**config.mk**
```make
export PLATFORM = sky130hd
export DESIGN_NAME = alu_pipe
export DESIGN_NICKNAME = d
export VERILOG_FILES = /design/src/rtl/alu_pipe.sv
export SDC_FILE = /design/constraint.sdc
export NUM_CORES = 1
export LEC_CHECK = 0
export CAP_MARGIN = 20
export CORE_MARGIN = 10
export CORE_UTILIZATION = 55
export DETAILED_ROUTE_END_ITERATION = 6
export PLACE_DENSITY_LB_ADDON = 0.15
export SKIP_LAST_GASP = 1
export SYNTH_ARGS = -nofsm -noshare
export SYNTH_HDL_FRONTEND = slang
export SYNTH_SLANG_ARGS = --single-unit
```
**constraint.sdc**
```tcl
create_clock -name clk -period 9.1 [get_ports clk]
set_input_delay 1.365 -clock clk [delete_from_list [all_inputs] [get_ports clk]]
set_output_delay 1.365 -clock clk [all_outputs]
set_load 0.01 [all_outputs]
```
**src/rtl/alu_pipe.sv**
```systemverilog
// Two-stage ALU pipeline with valid/ready handshakes on both sides.
// S1 holds the accepted operands; S2 holds the computed result and its flags.
module alu_pipe #(
    parameter int unsigned WIDTH = 16
) (
    input  logic             clk,
    input  logic             reset,
    input  logic             in_valid,
    output logic             in_ready,
    input  logic [2:0]       op,
    input  logic [WIDTH-1:0] in0,
    input  logic [WIDTH-1:0] in1,
    output logic             out_valid,
    input  logic             out_ready,
    output logic [WIDTH-1:0] out,
    output logic             zero,
    output logic             pos,
    output logic             neg,
    output logic             carry,
    output logic             ovf
);

    localparam int unsigned MSB = WIDTH - 1;
    localparam int unsigned SHW = $clog2(WIDTH);

    typedef enum logic [2:0] {
        OP_ADD = 3'd0,
        OP_SUB = 3'd1,
        OP_AND = 3'd2,
        OP_OR  = 3'd3,
        OP_XOR = 3'd4,
        OP_SLT = 3'd5,
        OP_SHL = 3'd6,
        OP_SHR = 3'd7
    } op_e;

    logic             s1_valid;
    op_e              s1_op;
    logic [WIDTH-1:0] s1_a;
    logic [WIDTH-1:0] s1_b;

    logic             advance;
    logic             accept;

    logic [WIDTH:0]   sum_c;
    logic [WIDTH:0]   diff_c;
    logic [WIDTH-1:0] res_c;
    logic             carry_c;
    logic             ovf_c;
    logic             slt_c;
    logic             zero_c;
    logic             neg_c;
    logic             pos_c;

    // S2 moves whenever it is empty or being drained; S1 follows it.
    assign advance  = !out_valid || out_ready;
    assign in_ready = !s1_valid || advance;
    assign accept   = in_valid && in_ready;

    always_ff @(posedge clk) begin
        if (!reset) begin
            s1_valid <= 1'b0;
            s1_op    <= OP_ADD;
            s1_a     <= '0;
            s1_b     <= '0;
        end else begin
            if (in_ready) begin
                s1_valid <= in_valid;
            end
            if (accept) begin
                s1_op <= op_e'(op);
                s1_a  <= in0;
                s1_b  <= in1;
            end
        end
    end

    // Result datapath; carry on SUB is the inverted borrow (in0 >= in1 unsigned).
    assign sum_c  = {1'b0, s1_a} + {1'b0, s1_b};
    assign diff_c = {1'b0, s1_a} - {1'b0, s1_b};
    assign slt_c  = $signed(s1_a) < $signed(s1_b);

    always_comb begin
        res_c   = '0;
        carry_c = 1'b0;
        ovf_c   = 1'b0;
        case (s1_op)
            OP_ADD: begin
                res_c   = sum_c[MSB:0];
                carry_c = sum_c[WIDTH];
                ovf_c   = (s1_a[MSB] == s1_b[MSB]) && (sum_c[MSB] != s1_a[MSB]);
            end
            OP_SUB: begin
                res_c   = diff_c[MSB:0];
                carry_c = !diff_c[WIDTH];
                ovf_c   = (s1_a[MSB] != s1_b[MSB]) && (diff_c[MSB] != s1_a[MSB]);
            end
            OP_AND:  res_c = s1_a & s1_b;
            OP_OR:   res_c = s1_a | s1_b;
            OP_XOR:  res_c = s1_a ^ s1_b;
            OP_SLT:  res_c = {{(WIDTH-1){1'b0}}, slt_c};
            OP_SHL:  res_c = s1_a << s1_b[SHW-1:0];
            OP_SHR:  res_c = s1_a >> s1_b[SHW-1:0];
            default: res_c = '0;
        endcase
    end

    assign zero_c = (res_c == '0);
    assign neg_c  = res_c[MSB];
    assign pos_c  = !zero_c && !neg_c;

    // Result register; payload only reloads when a valid entry arrives from S1.
    always_ff @(posedge clk) begin
        if (!reset) begin
            out_valid <= 1'b0;
            out       <= '0;
            zero      <= 1'b0;
            pos       <= 1'b0;
            neg       <= 1'b0;
            carry     <= 1'b0;
            ovf       <= 1'b0;
        end else if (advance) begin
            out_valid <= s1_valid;
            if (s1_valid) begin
                out   <= res_c;
                zero  <= zero_c;
                pos   <= pos_c;
                neg   <= neg_c;
                carry <= carry_c;
                ovf   <= ovf_c;
            end
        end
    end

endmodule

```
**After elaboration in Yosys (flattened, before gate mapping)**

Cells that the tools add are included.

- Memory bits (writable): 0
- Word-level logic and storage cells: 47
- Bits of input ports: 39
- Memories kept: 0
- Register bits after elaboration: 58
- Memory bits (read-only): 0
- Latch bits: 0

- Multiplexer cells: 3
- Div/mod/pow operators: 0
- Add/subtract/negate cells: 2
- Reduce and logical (&&, ||, !) cells: 14
- Magnitude comparators: 1
- Bitwise operators: 3
- Multiply operators: 0
- Equal/unequal tests: 11
- Shift-type cells: 2

Operators by type and width:

| kind | count |
|---|---|
| $pmux 16 s8 | 1 |
| $add 16x16->17 | 1 |
| $sub 16x16->17 | 1 |
| $and 16x16->16 | 1 |
| $logic_not 16->1 | 1 |
| $lt 16x16->1 | 1 |
| $or 16x16->16 | 1 |
| $shl 16x4->16 | 1 |
| $shr 16x4->16 | 1 |
| $xor 16x16->16 | 1 |
| $eq 3x3->1 const B | 4 |
| $eq 3x2->1 const B | 2 |
| $logic_not 1->1 | 5 |
| $logic_and 1x1->1 | 4 |
| $pmux 1 s2 | 2 |
| $eq 3x1->1 const B | 1 |
| $logic_not 3->1 | 1 |
| $ne 1x1->1 | 3 |
| $logic_or 1x1->1 | 2 |
| $reduce_and 2->1 | 1 |
| $eq 1x1->1 | 1 |

**Depth between registers and ports, before layout**

- Depth after elaboration: 5
- Gate-level depth with buffers: 16
- Mapped depth without buffers: 13

**Least setup slack after synthesis**

No wires, ideal clock.

- Kind: reg2reg
- Start point: register s1_b[2]
- End point: register zero
- Library setup time: 0.058 ns
- Data arrival time: 4.041 ns
- Path buffers: 4
- Stages on the path, launching flop included: 17
- Path slack: 5.001 ns
- Path through: dfxtp_1 -> clkbuf_1 -> inv_1 -> clkbuf_1 -> clkbuf_1 -> ha_1 -> buf_6 -> o21ba_1 -> or3_1 -> a311o_1 -> a2111oi_4 -> o221ai_2 -> nor4_2 -> o2111ai_1 -> or4_1 -> nor4_2 -> o211a_1

- Cells in the longest elaborated chain, start to end: 3

Ends and longest elaborated chain:

| element | line | text |
|---|---|---|
| from (decl) | 40 | `logic [WIDTH-1:0] s1_b;` |
| from (signal assigned) | 73 | `s1_b <= in1;` |
| $sub 16x16->17 (tied with other cells) | 80 | `assign diff_c = {1'b0, s1_a} - {1'b0, s1_b};` |
| $pmux 16 s8 * | 87 | `case (s1_op)` |
| $logic_not 16->1 * | 108 | `assign zero_c = (res_c == '0);` |
| to (signal assigned) | 126 | `zero <= zero_c;` |
| to (decl) | 16 | `output logic zero,` |

Every way passes the cells marked *; elsewhere a longest branch is shown, timed or not.
A chain may end at the register's enable or synchronous reset.

**Final worst setup path**

Ends and elaborated chain as after synthesis.

==> results.tsv <==
stage	metric	value	unit
place	gp_congestion	1.00	
power_and_ir_drop	total_power	0.821	mW
place	dp_worst_setup_slack	4.68	ns
floorplanning	fp-row-count	38	
clock_tree	cts_tree	done	
floorplanning	die-area	15600	sq um
synth	yosysTopAreaCell	dfxtp_1	
critical_path	required	9.40	ns
power_and_ir_drop	vdd_drop_max	0.000136	V
worst_hold_path	hp-class	register to register	
synth	synth_top_area_share	18.8	%
timing	max_slew_margin	26.5	%
synth	synth_common_cells	111 x nand2_1, 80 x a21oi_1, 70 x nor2_1	
timing	finalSetupViolations	0	
drt	routed_wl	21500	um
drt	drc	0	
clock_tree	cts_hold_buf	0	
global_route	grt_pass1_vias	5951	
clock_tree	clk_latency	0.36	ns
global_route	grt_pass1_wl	33200	um
final_layout	fillers	948	
critical_path	path_class	register to register	
critical_path	cp-start-kind	register	
clock_tree	root_buffer	clkbuf_8	
timing	worst_pin_slew	1.10	ns
clock_tree	htreeDepth	3	
floorplanning	die_y	125	um
flow_run	maxCapViolations	0	
drt	routed_via_density	6.70	
synth	synth-seq-cells	57	
synth	synthesis.nets	890	
synth	ys_warn_count	0	
synth	synth_ff_type	dfxtp_1	
global_route	grt_max_degree	51	
timing	min_period_over_period	50.0	%
timing	slew_viol_final	0	
final_layout	drive_gt1_share	8.79	%
global_route	grt_overflow	0	
timing	rsz0062_at_grt	false	
timing	fin_ws	4.55	ns
timing	clock_skew	0.0170	ns
final_layout	nets	905	
clock_tree	cts-resized-gates	0	
timing	setup_tns	0	ns
clock_tree	cts_buffers	9	
clock_tree	clock_sink_count	57	
place	dp.cells	942	
floorplanning	num_io_pins	62	
timing	min_period	4.55	ns
global_route	antenna_found_initial	0	
power_and_ir_drop	power_density	121	nW/um^2
clock_tree	postCtsSetupBuffers	0	
outcome	status	finished clean	
synth	yosysMostFrequentCell	nand2_1	
final_layout	final_util	62.7	%
drt	drt_iter0_markers	1091	
clock_tree	clockBufferDepth	2	
final_layout	final_cells	959	
drt	via_count	6421	
final_layout	syn_to_final_growth	12.1	%
drt	ant_nets	0	
critical_path	end_kind	register	
power_and_ir_drop	power_leakage	2.57	nW
floorplanning	die_w	125	um
synth	synth_cells	800	
drt	first_pass_iters	6	
critical_path	crit_arrival	4.85	ns
clock_tree	clkTransAtPathRegs	0.07	ns
synth	synthTopCellsByArea	dfxtp_1 19%, ha_1 10%, mux4_2 7.4%	
timing	timing.fmax	220	MHz
place	io_buffers	61	
worst_hold_path	whs_path_depth	2	
place	place_hpwl	16100	um
critical_path	critPathMaxFanout	35	
synth	ys_async_sr_fraction	0	%
critical_path	reg2regPathDepth	13	
synth	yosysSeqAreaShare	18.8	%
synth	synth_edf_count	0	
synth	syn_area	6070	sq um
synth	syn_avg_cell_area	7.58	sq um
synth	yosysUniqueCellTypes	84	
final_layout	antennaDiodeCount	0	
drt	drt-wirelength-per-cell	22.4	um
timing	hold_viol	0	
floorplanning	start_util	56.0	%
global_route	grt_usage	25.8	%
floorplanning	core_area	10800	sq um
where the power goes:
| part | total [mW] | switching (mW) | internal (mW) |
|---|---|---|---|
| Sequential | 0.288 | 0.0236 | 0.265 |
| Combinational | 0.302 | 0.179 | 0.124 |
| Clock | 0.230 | 0.107 | 0.123 |
through the flow:
stage               hold slack (ns)  instance area [sq um]
global placement              0.446                   6560
CTS                           0.468                   6750
finish                        0.465                   6800
global route                  0.504                   6800
detailed placement            0.457                   6560
floorplan                     0.453                   6070
critical path, cell delays in order, from the launching register on:
cell       delay, ns
dfxtp_1         0.30
buf_4           0.36
inv_1           0.44
ha_1            0.55
o21ba_1         0.23
or3_1           0.35
a311o_1         0.36
a2111oi_4       0.46
o221ai_2        0.18
nor4_2          0.28
o2111ai_1       0.13
or4_1           0.46
nor4_2          0.20
o211a_1         0.18
cell usage in the layout, fill, tap and decap left out, types with 4 or more instances in the layout:
cell type / netlist / routed
nand2_1: 111 / 111
a21oi_1: 80 / 80
nor2_1: 70 / 70
clkdlybuf4s50_1: 0 / 61
dfxtp_1: 57 / 56
ha_1: 49 / 49
inv_1: 45 / 45
o21ai_0: 27 / 27
mux2i_1: 23 / 23
mux4_2: 20 / 20
nor3_1: 18 / 18
nand3_1: 17 / 17
a22oi_1: 17 / 17
o211ai_1: 15 / 15
a211oi_1: 14 / 14
o22ai_1: 11 / 11
nor2b_1: 9 / 9
clkbuf_8: 6 / 9
buf_4: 1 / 9
a31oi_1: 7 / 7
xnor2_1: 7 / 7
a21o_1: 6 / 6
or3_1: 6 / 6
nor4_1: 6 / 6
and3_1: 5 / 5
nand2b_1: 5 / 5
o21bai_1: 5 / 5
o21a_1: 5 / 5
a221oi_1: 4 / 4
o211a_1: 4 / 4
nand4_1: 4 / 4
a32oi_1: 4 / 4
xor2_1: 4 / 4
final timing paths:
check,from,to,slack (ns)
setup / recovery,s1_b[2],zero,4.55
hold / removal,ovf,ovf,0.46
setup reg to reg,s1_b[2],zero,4.55
hold reg to reg,ovf,ovf,0.46
sequential cells by signal, summed over array words and instances (netlist names):
| register | flops |
|---|---|
| carry | 1 |
| out | 16 |
| out_valid | 1 |
| pos | 1 |
| s1_a | 16 |
| s1_op | 3 |
| ovf | 1 |
| s1_b | 16 |
| s1_valid | 1 |
| zero | 1 |
routing by layer:
layer	routed length [um]	global-route usage (%)	part of all wire, %	vias up
met1	8890	33.9	41	3034
met4	866	10.3	4.0	0
met2	9500	39.0	44	398
met5	0	0	0	-
met3	2230	7.10	10	60
li1	-	-	-	2929
logic make-up after synthesis:
logic type / Yosys count / synth area share (%)
compound gates: 239 / 26.5
xor+xnor: 11 / 1.59
fa+ha+maj: 51 / 10.8
buf+inv: 115 / 8.93
flops: 57 / 18.8
mux: 46 / 11.8
simple gates: 281 / 21.7
final cells by class:
class | count | area, sq um | share of cell area [%]
Clock buffer | 9 | 124 | 1.82
Clock inverter | 6 | 60.1 | 0.883
Timing Repair Buffer | 72 | 733 | 10.8
Tap cell | 140 | 175 | 2.58
Inverter | 47 | 176 | 2.59
Sequential cell | 57 | 1140 | 16.8
Multi-Input combinational cell | 628 | 4390 | 64.5
(Power assumes the default switching activity.)
